$ cat config.mk
export PLATFORM = sky130hd
export DESIGN_NAME = stream_capture_to_bram
export DESIGN_NICKNAME = d
export VERILOG_FILES = /design/src/rtl/stream_capture_to_bram.sv
export SDC_FILE = /design/constraint.sdc
export NUM_CORES = 1
export LEC_CHECK = 0
export CAP_MARGIN = 20
export CORE_ASPECT_RATIO = 1.1
export CORE_MARGIN = 10
export CORE_UTILIZATION = 39
export DETAILED_ROUTE_END_ITERATION = 10
export GPL_ROUTABILITY_DRIVEN = 0
export PLACE_DENSITY = 0.74
export SLEW_MARGIN = 20
export SYNTH_ARGS = -nofsm -noshare
export SYNTH_HDL_FRONTEND = slang
export SYNTH_SLANG_ARGS = --single-unit
export TNS_END_PERCENT = 100
$ cat constraint.sdc
create_clock -name clk -period 1.85 [get_ports clk]
set_input_delay 0.37 -clock clk [delete_from_list [all_inputs] [get_ports clk]]
set_output_delay 0.37 -clock clk [all_outputs]
set_load 0.005 [all_outputs]
$ cat src/rtl/stream_capture_to_bram.sv
// Captures a programmable number of 32-bit AXI-stream beats into a block RAM
// through a registered native BRAM write port, started immediately or on orbit sync.
module stream_capture_to_bram #(
  parameter int MEM_DEPTH = 2048
) (
  input  logic        clk,
  input  logic        aresetn,
  input  logic [31:0] data_stream_TDATA,
  input  logic        data_stream_TVALID,
  output logic        data_stream_TREADY,
  input  logic        fc_orbitSync,
  input  logic        cfg_arm,
  input  logic        cfg_abort,
  input  logic [1:0]  cfg_trigger_mode,
  input  logic [15:0] cfg_capture_len,
  output logic        bram_CLK,
  output logic        bram_RST,
  output logic        bram_EN,
  output logic [3:0]  bram_WE,
  output logic [31:0] bram_ADDR,
  output logic [31:0] bram_DIN,
  output logic [1:0]  status_state,
  output logic        status_done,
  output logic [15:0] status_words
);

  localparam int ADDR_W = $clog2(MEM_DEPTH);
  // One extra bit so the count can reach MEM_DEPTH itself.
  localparam int LEN_W  = ADDR_W + 1;

  typedef enum logic [1:0] {
    S_IDLE    = 2'd0,
    S_ARMED   = 2'd1,
    S_CAPTURE = 2'd2,
    S_DONE    = 2'd3
  } state_e;

  state_e              state_q, state_d;
  logic [LEN_W-1:0]    len_q, len_d;
  logic [LEN_W-1:0]    words_q, words_d;
  logic [LEN_W-1:0]    arm_len;
  logic [LEN_W-1:0]    words_inc;
  logic [ADDR_W-1:0]   addr_q, addr_d;
  logic [31:0]         din_q, din_d;
  logic                en_q, en_d;
  logic                tready_q;
  logic                beat;
  logic                wr_go;

  assign beat      = data_stream_TVALID & tready_q;
  assign words_inc = words_q + LEN_W'(1);

  always_comb begin
    if (cfg_capture_len == 16'd0 || 32'(cfg_capture_len) > 32'(MEM_DEPTH))
      arm_len = LEN_W'(MEM_DEPTH);
    else
      arm_len = LEN_W'(cfg_capture_len);
  end

  // NOTE: every variable gets a default before the case so no latch is inferred.
  always_comb begin
    state_d = state_q;
    len_d   = len_q;
    words_d = words_q;
    addr_d  = addr_q;
    din_d   = din_q;
    en_d    = 1'b0;
    wr_go   = 1'b0;

    if (cfg_abort) begin
      state_d = S_IDLE;
    end else begin
      unique case (state_q)
        S_IDLE, S_DONE: begin
          if (cfg_arm) begin
            len_d   = arm_len;
            words_d = '0;
            state_d = (cfg_trigger_mode == 2'd1) ? S_ARMED : S_CAPTURE;
          end
        end
        S_ARMED:   wr_go = beat & fc_orbitSync;
        S_CAPTURE: wr_go = beat;
        default:   state_d = S_IDLE;
      endcase
    end

    if (wr_go) begin
      en_d    = 1'b1;
      addr_d  = words_q[ADDR_W-1:0];
      din_d   = data_stream_TDATA;
      words_d = words_inc;
      state_d = (words_inc == len_q) ? S_DONE : S_CAPTURE;
    end
  end

  // NOTE: sequential state uses non-blocking assignments only.
  always_ff @(posedge clk or negedge aresetn) begin
    if (!aresetn) begin
      state_q  <= S_IDLE;
      len_q    <= '0;
      words_q  <= '0;
      addr_q   <= '0;
      din_q    <= '0;
      en_q     <= 1'b0;
      tready_q <= 1'b0;
    end else begin
      state_q  <= state_d;
      len_q    <= len_d;
      words_q  <= words_d;
      addr_q   <= addr_d;
      din_q    <= din_d;
      en_q     <= en_d;
      tready_q <= 1'b1;
    end
  end

  assign data_stream_TREADY = tready_q;
  assign bram_CLK           = clk;
  assign bram_RST           = ~aresetn;
  assign bram_EN            = en_q;
  assign bram_WE            = {4{en_q}};
  assign bram_ADDR          = 32'({addr_q, 2'b00});
  assign bram_DIN           = din_q;
  assign status_state       = state_q;
  assign status_done        = (state_q == S_DONE);
  assign status_words       = 16'(words_q);

endmodule

# After elaboration in Yosys (flattened, before gate mapping)
# Cells that the tools add are included.
# totals
reg_bits	71
input_bits	56
elab_cells	44
# op_classes
n_addsub	1
n_lt_le_gt_ge	1
n_eq_ne	6
muxes	14
bitwise	4
n_reduce_logical	11
# op_table
cell	n
$mux W12	5
$gt A16 B12 Y1 const B	1
$logic_not A16 Y1	1
$add A12 B1 Y12 const B	1
$eq A12 B12 Y1	1
$mux W2	5
$reduce_and A3 Y1	2
$reduce_bool A3 Y1	2
$eq A2 B1 Y1 const B	2
$eq A2 B2 Y1 const B	2
$reduce_bool A2 Y1	2
$mux W1	3
$and A1 B1 Y1	2
$logic_not A2 Y1	1
$ne A2 B1 Y1 const B	1
$not A1 Y1	2
$pmux W1 S2	1
$reduce_and A2 Y1	1
$reduce_or A2 Y1	1
$logic_or A1 B1 Y1	1

# Logic depth before layout (Yosys ltp)
# Gate-level depths: netlist of run 1.
# depth
ltp_word	6
depth_mapped	10
depth_no_buf	9

==> reports/metrics.yaml, run 1 <==
status:
  status: "finished with violations"
  violations: "negative setup slack"
synthesis:
  synth_sequential_area_ratio_pct: 51.2
  postSynthAreaPerCell_um2: 8.89
  synth_top_family_by_area: "simple AND/OR/NAND/NOR gates"
  synth_area_leaders: "dfrtp_1, nand2_1, buf_4"
  synth.area.mux_share_pct: 0.577
  synth_edf_count: 0
  synth_compound_area_share_pct: 8.95
  synth_xor_area_share_pct: 4.29
  yosysTopAreaCellShare_pct: 51.2
  yosys_warnings: 0
  synthAdderAreaFrac_pct: 1.44
  yosys.area_share.simple_pct: 23.6
  postSynth.asyncResetShare_pct: 100
  syn-cell-area_um2: 3470
  ys_ff_latch: 71
  synth_flop_cell: "dfrtp_1"
  postSynthCellCount: 390
  yosysTopAreaCell: "dfrtp_1"
  synth_cell_types: 38
pwr:
  clkPwrFrac_pct: 33.9
  internal-power_w: 0.00314
  p_sw_w: 0.00102
  p_leak_nw: 2.73
  pwr-share-comb_pct: 21.7
  swShare_pct: 24.6
  ir_worst_vdd_mv: 0.415
  power.density_nw_per_um2: 751
  p_seq_share_pct: 44.4
drt:
  vias: 3244
  ant_nets: 0
  firstDrtPassIters: 5
  wl_per_cell_um: 15.9
  remaining_drc_errors: 0
  routed_wl_um: 10700
  drt_first_iter_violations: 243
  via_per_inst: 4.83
floorplan:
  die_w_um: 110
  io_pins: 147
  rows: 36
  core-area_um2: 8780
  die_h_um: 119
  start_util_pct: 39.5
  die_area_um2: 13100
final_layout:
  layout.nets: 616
  final_area_um2: 5550
  layout-drive-gt1-share_pct: 20.4
  num_antenna_cells: 0
  area_delta_synth_final_pct: 59.9
placement:
  dpl-instance-area_um2: 4940
  dp_hpwl_um: 7440
  place_ws_ns: -0.404
  io_buffers: 121
critical_path:
  crit_required_ns: 2.21
  cp_max_fo: 4
  worst-setup-path-type: "reg2reg"
  cp-end-kind: "flip-flop"
  arrival_ns: 2.38
  crit_chain: "buf_6 > ha_4 > or3_4 > or2_4 > a311oi_2 > nand4_1 > o31ai_2"
  crit_path_start_kind: "flip-flop"
  r2r_slack_ns: -0.16
  cp_slowest_stage_delay_ns: 0.39
  slowest_stage: "dfrtp_1"
sta:
  finClkSkew_ns: 0.00984
  fin_ws_ns: -0.162
  period_share_pct: 109
  fmax_mhz: 497
  worst_slew_pin_slew_ns: 0.899
  slew_viol_final: 0
  setup_viol: 57
  maxSlewHeadroom_pct: 40.0
  final.min_clock_period_ns: 2.01
  hold_viol: 0
  rsz0062_at_grt: "yes"
global_route:
  gr-usage-all-layers_pct: 15.6
  antenna_found_initial: 0
  grt_max_degree: 72
  grt_pass1_wl_um: 16200
  overflow: 0
  grt_pass1_vias: 3263
cts:
  clk_pin_slew_ns: 0.07
  cts_hold_repair.buffers: 0
  cts_tree: "done"
  clk_latency_ns: 0.45
worst_hold_path:
  hp-class: "in2async"
job:
  maxCapViolCount: 0
cell families after synthesis:
kind of cell | after synthesis
compound gates | 47
xor+xnor | 17
fa+ha+maj | 4
buf+inv | 54
flops | 71
mux | 2
other cells | 2
simple gates | 193
sequential cells by signal, indices dropped and copies added (netlist names):
name	count
words_q	12
bram_EN	1
data_stream_TREADY	1
status_state	2
addr_q	11
len_q	12
bram_DIN	32
final cells by class:
class / instances / area, µm²
well taps: 114 / 143
clock inverters: 1 / 30.0
flip-flops and latches: 71 / 1780
multi-input cells: 289 / 1540
repair buffers: 176 / 1820
clock buffers: 16 / 205
fillers: 714 / 3240
inverters: 5 / 23.8
cell usage in the layout (no fill, tap or decap), drive strengths merged:
cell type | Yosys | routed
ha | 4 | 4
a311oi | 1 | 1
xor2 | 6 | 6
nand2 | 144 | 144
nor2 | 17 | 17
a22o | 11 | 11
nor3b | 3 | 3
mux2i | 2 | 2
nand4 | 5 | 5
conb | 2 | 26
and2 | 2 | 2
buf | 45 | 54
dlygate4sd2 | 0 | 9
or2 | 2 | 2
dlymetal6s2s | 0 | 2
clkdlybuf4s50 | 0 | 108
clkbuf | 4 | 19
or4 | 1 | 1
inv | 5 | 5
nor4 | 3 | 3
o21ai | 21 | 21
nand3 | 9 | 9
a21oi | 7 | 7
or3 | 1 | 1
dfrtp | 71 | 71
o31ai | 4 | 4
and3 | 3 | 3
nor3 | 3 | 3
o22a | 1 | 1
bufinv | 0 | 1
o21a | 1 | 1
xnor2 | 11 | 11
a21o | 1 | 1
what timing repair did:
| action | CTS | global route |
|---|---|---|
| pin swaps | 9 | 1 |
| buffers inserted | 6 | 7 |
| gates cloned | 3 | 3 |
| gates resized for setup | 36 | 24 |
| endpoints found under the setup margin | 71 | 61 |
| endpoints found under the hold margin | 0 | 0 |
stage by stage:
step	TNS [ns]	total power (W)	hold WS (ns)	util, %	std cells
floorplan	-2.35	0.00218	0.0744	-	414
global placement	-19.52	0.00277	0.457	56.2	637
detailed placement	-21.43	0.00281	0.462	56.2	637
CTS	-5.13	0.00419	0.166	60.8	662
global route	-10.08	0.00437	0.205	63.1	672
finish	-6.50	0.00416	0.127	63.1	672
final timing paths:
| path | from | end | cells after the start |
|---|---|---|---|
| max reg2reg | status_state[1]$_DFFE_PN0P_ | status_state[0]$_DFFE_PN0P_ | 7 |
| max in group asynchronous | aresetn | words_q[9]$_DFFE_PN0P_ | 2 |
| min | aresetn | bram_DIN[7]$_DFFE_PN0P_ | 2 |
| min in group clk | data_stream_TDATA[14] | bram_DIN[14]$_DFFE_PN0P_ | 3 |
| min reg2reg | bram_DIN[25]$_DFFE_PN0P_ | bram_DIN[25]$_DFFE_PN0P_ | 2 |
| max | status_state[1]$_DFFE_PN0P_ | status_state[0]$_DFFE_PN0P_ | 7 |
power by group through the flow:
stage / clock [W] / combinational [W] / sequential, W
6_report: 0.00141 / 0.000903 / 0.00185
5_1_grt: 0.00152 / 0.000982 / 0.00187
4_1_cts: 0.00144 / 0.000896 / 0.00185
3_5_place_dp: 0.0000455 / 0.000881 / 0.00188
3_3_place_gp: 0.0000455 / 0.000858 / 0.00187
2_1_floorplan: 0.0000350 / 0.000250 / 0.00189
critical path: cells and delay by family (launching register included):
family                   cells  cell delay (ns)
AO/OA/AOI/OAI                2             0.40
adder cells (fa/ha/maj)      1             0.23
buffers and inverters        1             0.13
flip-flops                   1             0.39
AND/OR/NAND/NOR              3             0.78
Yosys cell counts, drive strengths merged, types with 4 or more instances:
cell    count
a21oi       7
a22o       11
buf        45
clkbuf      4
dfrtp      71
ha          4
inv         5
nand2     144
nand3       9
nand4       5
nor2       17
o21ai      21
o31ai       4
xnor2      11
xor2        6
per-layer routing:
| layer | up-vias | global-route usage [%] | wire length (µm) |
|---|---|---|---|
| li1 | 1551 | - | - |
| met5 | - | 0 | 0 |
| met2 | 141 | 26.6 | 5430 |
| met3 | 29 | 4.10 | 812 |
| met1 | 1523 | 17.4 | 4120 |
| met4 | 0 | 7.57 | 316 |
Note: power is estimated with default switching activity, not from simulation.
==> run 2, diff against run 1 <==
--- a/config.mk
+++ b/config.mk
@@ -7,7 +7,7 @@
 export LEC_CHECK = 0
 export CAP_MARGIN = 20
 export CORE_ASPECT_RATIO = 1.1
-export CORE_MARGIN = 10
+export CORE_MARGIN = 5
 export CORE_UTILIZATION = 39
 export DETAILED_ROUTE_END_ITERATION = 10
 export GPL_ROUTABILITY_DRIVEN = 0
==> constraint.sdc (replaced) <==
create_clock -name clk -period 1.85 [get_ports clk]
set_input_delay 0.2775 -clock clk [delete_from_list [all_inputs] [get_ports clk]]
set_output_delay 0.2775 -clock clk [all_outputs]
set_load 0.005 [all_outputs]
==> run 2 against run 1 <==
  * Register-to-register slack about the same
  * Via count up 0.77%
  * Sequential power about the same
  * Sequential share of layout area down 1.1 points
  * Global-route usage up 1.7 points
  * Worst setup slack worse by 0.0027 ns
  * The run still ends with negative setup slack left
  * Worst hold slack worse by 0.056 ns
  * Sequential cell count unchanged
  * Fmax down 0.13%
  * Die area down 17%
  * Total power up 0.63%
  * Non-clock buffer count up 3
==> reports/metrics.yaml, run 2 (synthesized netlist as in run 1, its figures left out) <==
job:
  maxCapViolCount: 0  # unchanged
global_route:
  grt_max_degree: 72  # unchanged
  grt_pass1_vias: 3049  # was 3263
  antenna_found_initial: 0  # unchanged
  grt_pass1_wl_um: 14800  # was 16200 µm
  overflow: 0  # unchanged
  gr-usage-all-layers_pct: 17.3  # was 15.6%
worst_hold_path:
  hp-class: "in2async"  # unchanged
cts:
  cts_tree: "done"  # unchanged
  cts_hold_repair.buffers: 0  # unchanged
  clk_latency_ns: 0.45  # about the same
  clk_pin_slew_ns: 0.07  # about the same
floorplan:
  start_util_pct: 39.5  # unchanged
  die_h_um: 109  # was 119 µm
  die_area_um2: 10900  # was 13100 µm²
  die_w_um: 99.9  # was 110 µm
  rows: 36  # unchanged
  io_pins: 147  # unchanged
  core-area_um2: 8780  # unchanged
final_layout:
  largest_reg_flops: 32  # unchanged
  layout-drive-gt1-share_pct: 26.2  # was 20.4%
  area_delta_synth_final_pct: 65.5  # was 59.9%
  num_antenna_cells: 0  # unchanged
  layout.nets: 619  # was 616
  layout_commonest_cell: "clkdlybuf4s50_1"  # was nand2_1
  final_cell_mix: "clkdlybuf4s50_1, nand2_1, dfrtp_1"  # was nand2_1, clkdlybuf4s50_1, dfrtp_1
  nFillCells: 730  # was 714
  final_area_um2: 5740  # was 5550 µm²
critical_path:
  worst-setup-path-type: "reg2reg"  # unchanged
  r2r_slack_ns: -0.16  # about the same
  crit_path_start_kind: "flip-flop"  # unchanged
  crit_required_ns: 2.21  # about the same
  cp-end-kind: "flip-flop"  # unchanged
  reg2reg_from: "status_state[0]$_DFFE_PN0P_"  # was status_state[1]$_DFFE_PN0P_
  r2r-end: "status_state[0]$_DFFE_PN0P_"  # unchanged
  arrival_ns: 2.37  # was 2.38 ns
  worstRegToRegCells: 8  # was 7
  cp_max_fo: 6  # was 4
drt:
  vias: 3269  # was 3244
  drt_first_iter_violations: 193  # was 243
  via_per_inst: 4.82  # was 4.83
  wl_per_cell_um: 15.2  # was 15.9 µm
  firstDrtPassIters: 4  # was 5
  routed_wl_um: 10300  # was 10700 µm
  ant_nets: 0  # unchanged
  remaining_drc_errors: 0  # unchanged
pwr:
  p_leak_nw: 2.83  # was 2.73 nW
  power.density_nw_per_um2: 730  # was 751 nW/µm²
  ir_worst_vdd_mv: 0.306  # was 0.415 mV
  finalPower_w: 0.00419  # was 0.00416 W
placement:
  place_ws_ns: -0.348  # was -0.404 ns
  dpl-instance-area_um2: 4940  # about the same
  io_buffers: 121  # unchanged
  dp_hpwl_um: 6980  # was 7440 µm
sta:
  fin_ws_ns: -0.165  # was -0.162 ns
  rsz0062_at_grt: "yes"  # unchanged
  fmax_mhz: 496  # was 497 MHz
  final.min_clock_period_ns: 2.01  # about the same
  setup_viol: 55  # was 57
  maxSlewHeadroom_pct: 41.7  # was 40.0%
  period_share_pct: 109  # about the same
  hold_viol: 0  # unchanged
  slew_viol_final: 0  # unchanged
  setup_tns_ns: -5.63  # was -6.50 ns
  worst_slew_pin_slew_ns: 0.874  # was 0.899 ns
  finClkSkew_ns: 0.00796  # was 0.00984 ns
status:
  status: "finished with violations"  # unchanged
  violations: "negative setup slack"  # unchanged
-- run 2: cell count changes in the layout (fill, tap and decap cells not counted), moves of 3 or more --
cell and change:
buf_6 +6, clkdlybuf4s50_1 +8, clkinv_2 +3, dlygate4sd2_1 -8, nand2_1 -21, nand2_2 +11, nand2_4 +10, o21ai_2 +3
-- run 2: per-stage QoR --
stage          utilization (%)  cells  hold WS, ns
2_1_floorplan                -    414      -0.0181
3_3_place_gp              56.3    641        0.456
3_5_place_dp              56.3    641        0.461
4_1_cts                   60.1    665        0.108
5_1_grt                   65.3    678        0.153
6_report                  65.3    678       0.0709
-- run 2: metal layers --
layer	global-route usage, %	vias to the layer above	share of wire [%]	routed length [µm]
met5	0	-	0	0
met1	21.6	1565	40	4120
li1	-	1557	-	-
met4	6.44	0	1.8	186
met3	4.16	22	6.9	717
met2	28.9	125	51	5310
-- run 2: worst max path at each step --
stage | startpoint | to | slack, ns
6_report | status_state[0]$_DFFE_PN0P_ | status_state[0]$_DFFE_PN0P_ | -0.16
3_3_place_gp | data_stream_TVALID | words_q[3]$_DFFE_PN0P_ | -0.30
3_5_place_dp | data_stream_TVALID | words_q[2]$_DFFE_PN0P_ | -0.35
4_1_cts | status_state[1]$_DFFE_PN0P_ | status_state[0]$_DFFE_PN0P_ | -0.12
2_1_floorplan | status_state[0]$_DFFE_PN0P_ | status_state[0]$_DFFE_PN0P_ | -0.08
5_1_grt | status_state[1]$_DFFE_PN0P_ | words_q[9]$_DFFE_PN0P_ | -0.25
-- run 2: timing repair --
item,CTS,global route
gates resized for setup,17,83
cloned,1,6
pin swaps,0,30
endpoints found under the setup margin,60,75
setup buffers,4,7
-- run 2: layout make-up --
type                            instances  area, µm²  share of cell area [%]
Timing Repair Buffer                  179       1860                    32.5
Inverter                                5       26.3                   0.458
Sequential cell                        71       1780                    31.1
Clock buffer                           14        188                    3.27
Multi-Input combinational cell        289       1680                    29.2
Clock inverter                          6       60.1                    1.05
Tap cell                              114        143                    2.49
-- run 2: report_power, final --
group / internal, W / switching, W
clock: 0.000810 / 0.000611
combinational: 0.000571 / 0.000346
sequential: 0.00175 / 0.000108
-- run 2: worst max-delay path, stage by stage, from the launching register on --
cell,delay [ns]
dfrtp_2,0.42
buf_12,0.12
ha_4,0.12
a21oi_2,0.06
or3_4,0.37
or2_4,0.32
a311oi_2,0.20
nand4_1,0.12
o31ai_2,0.18
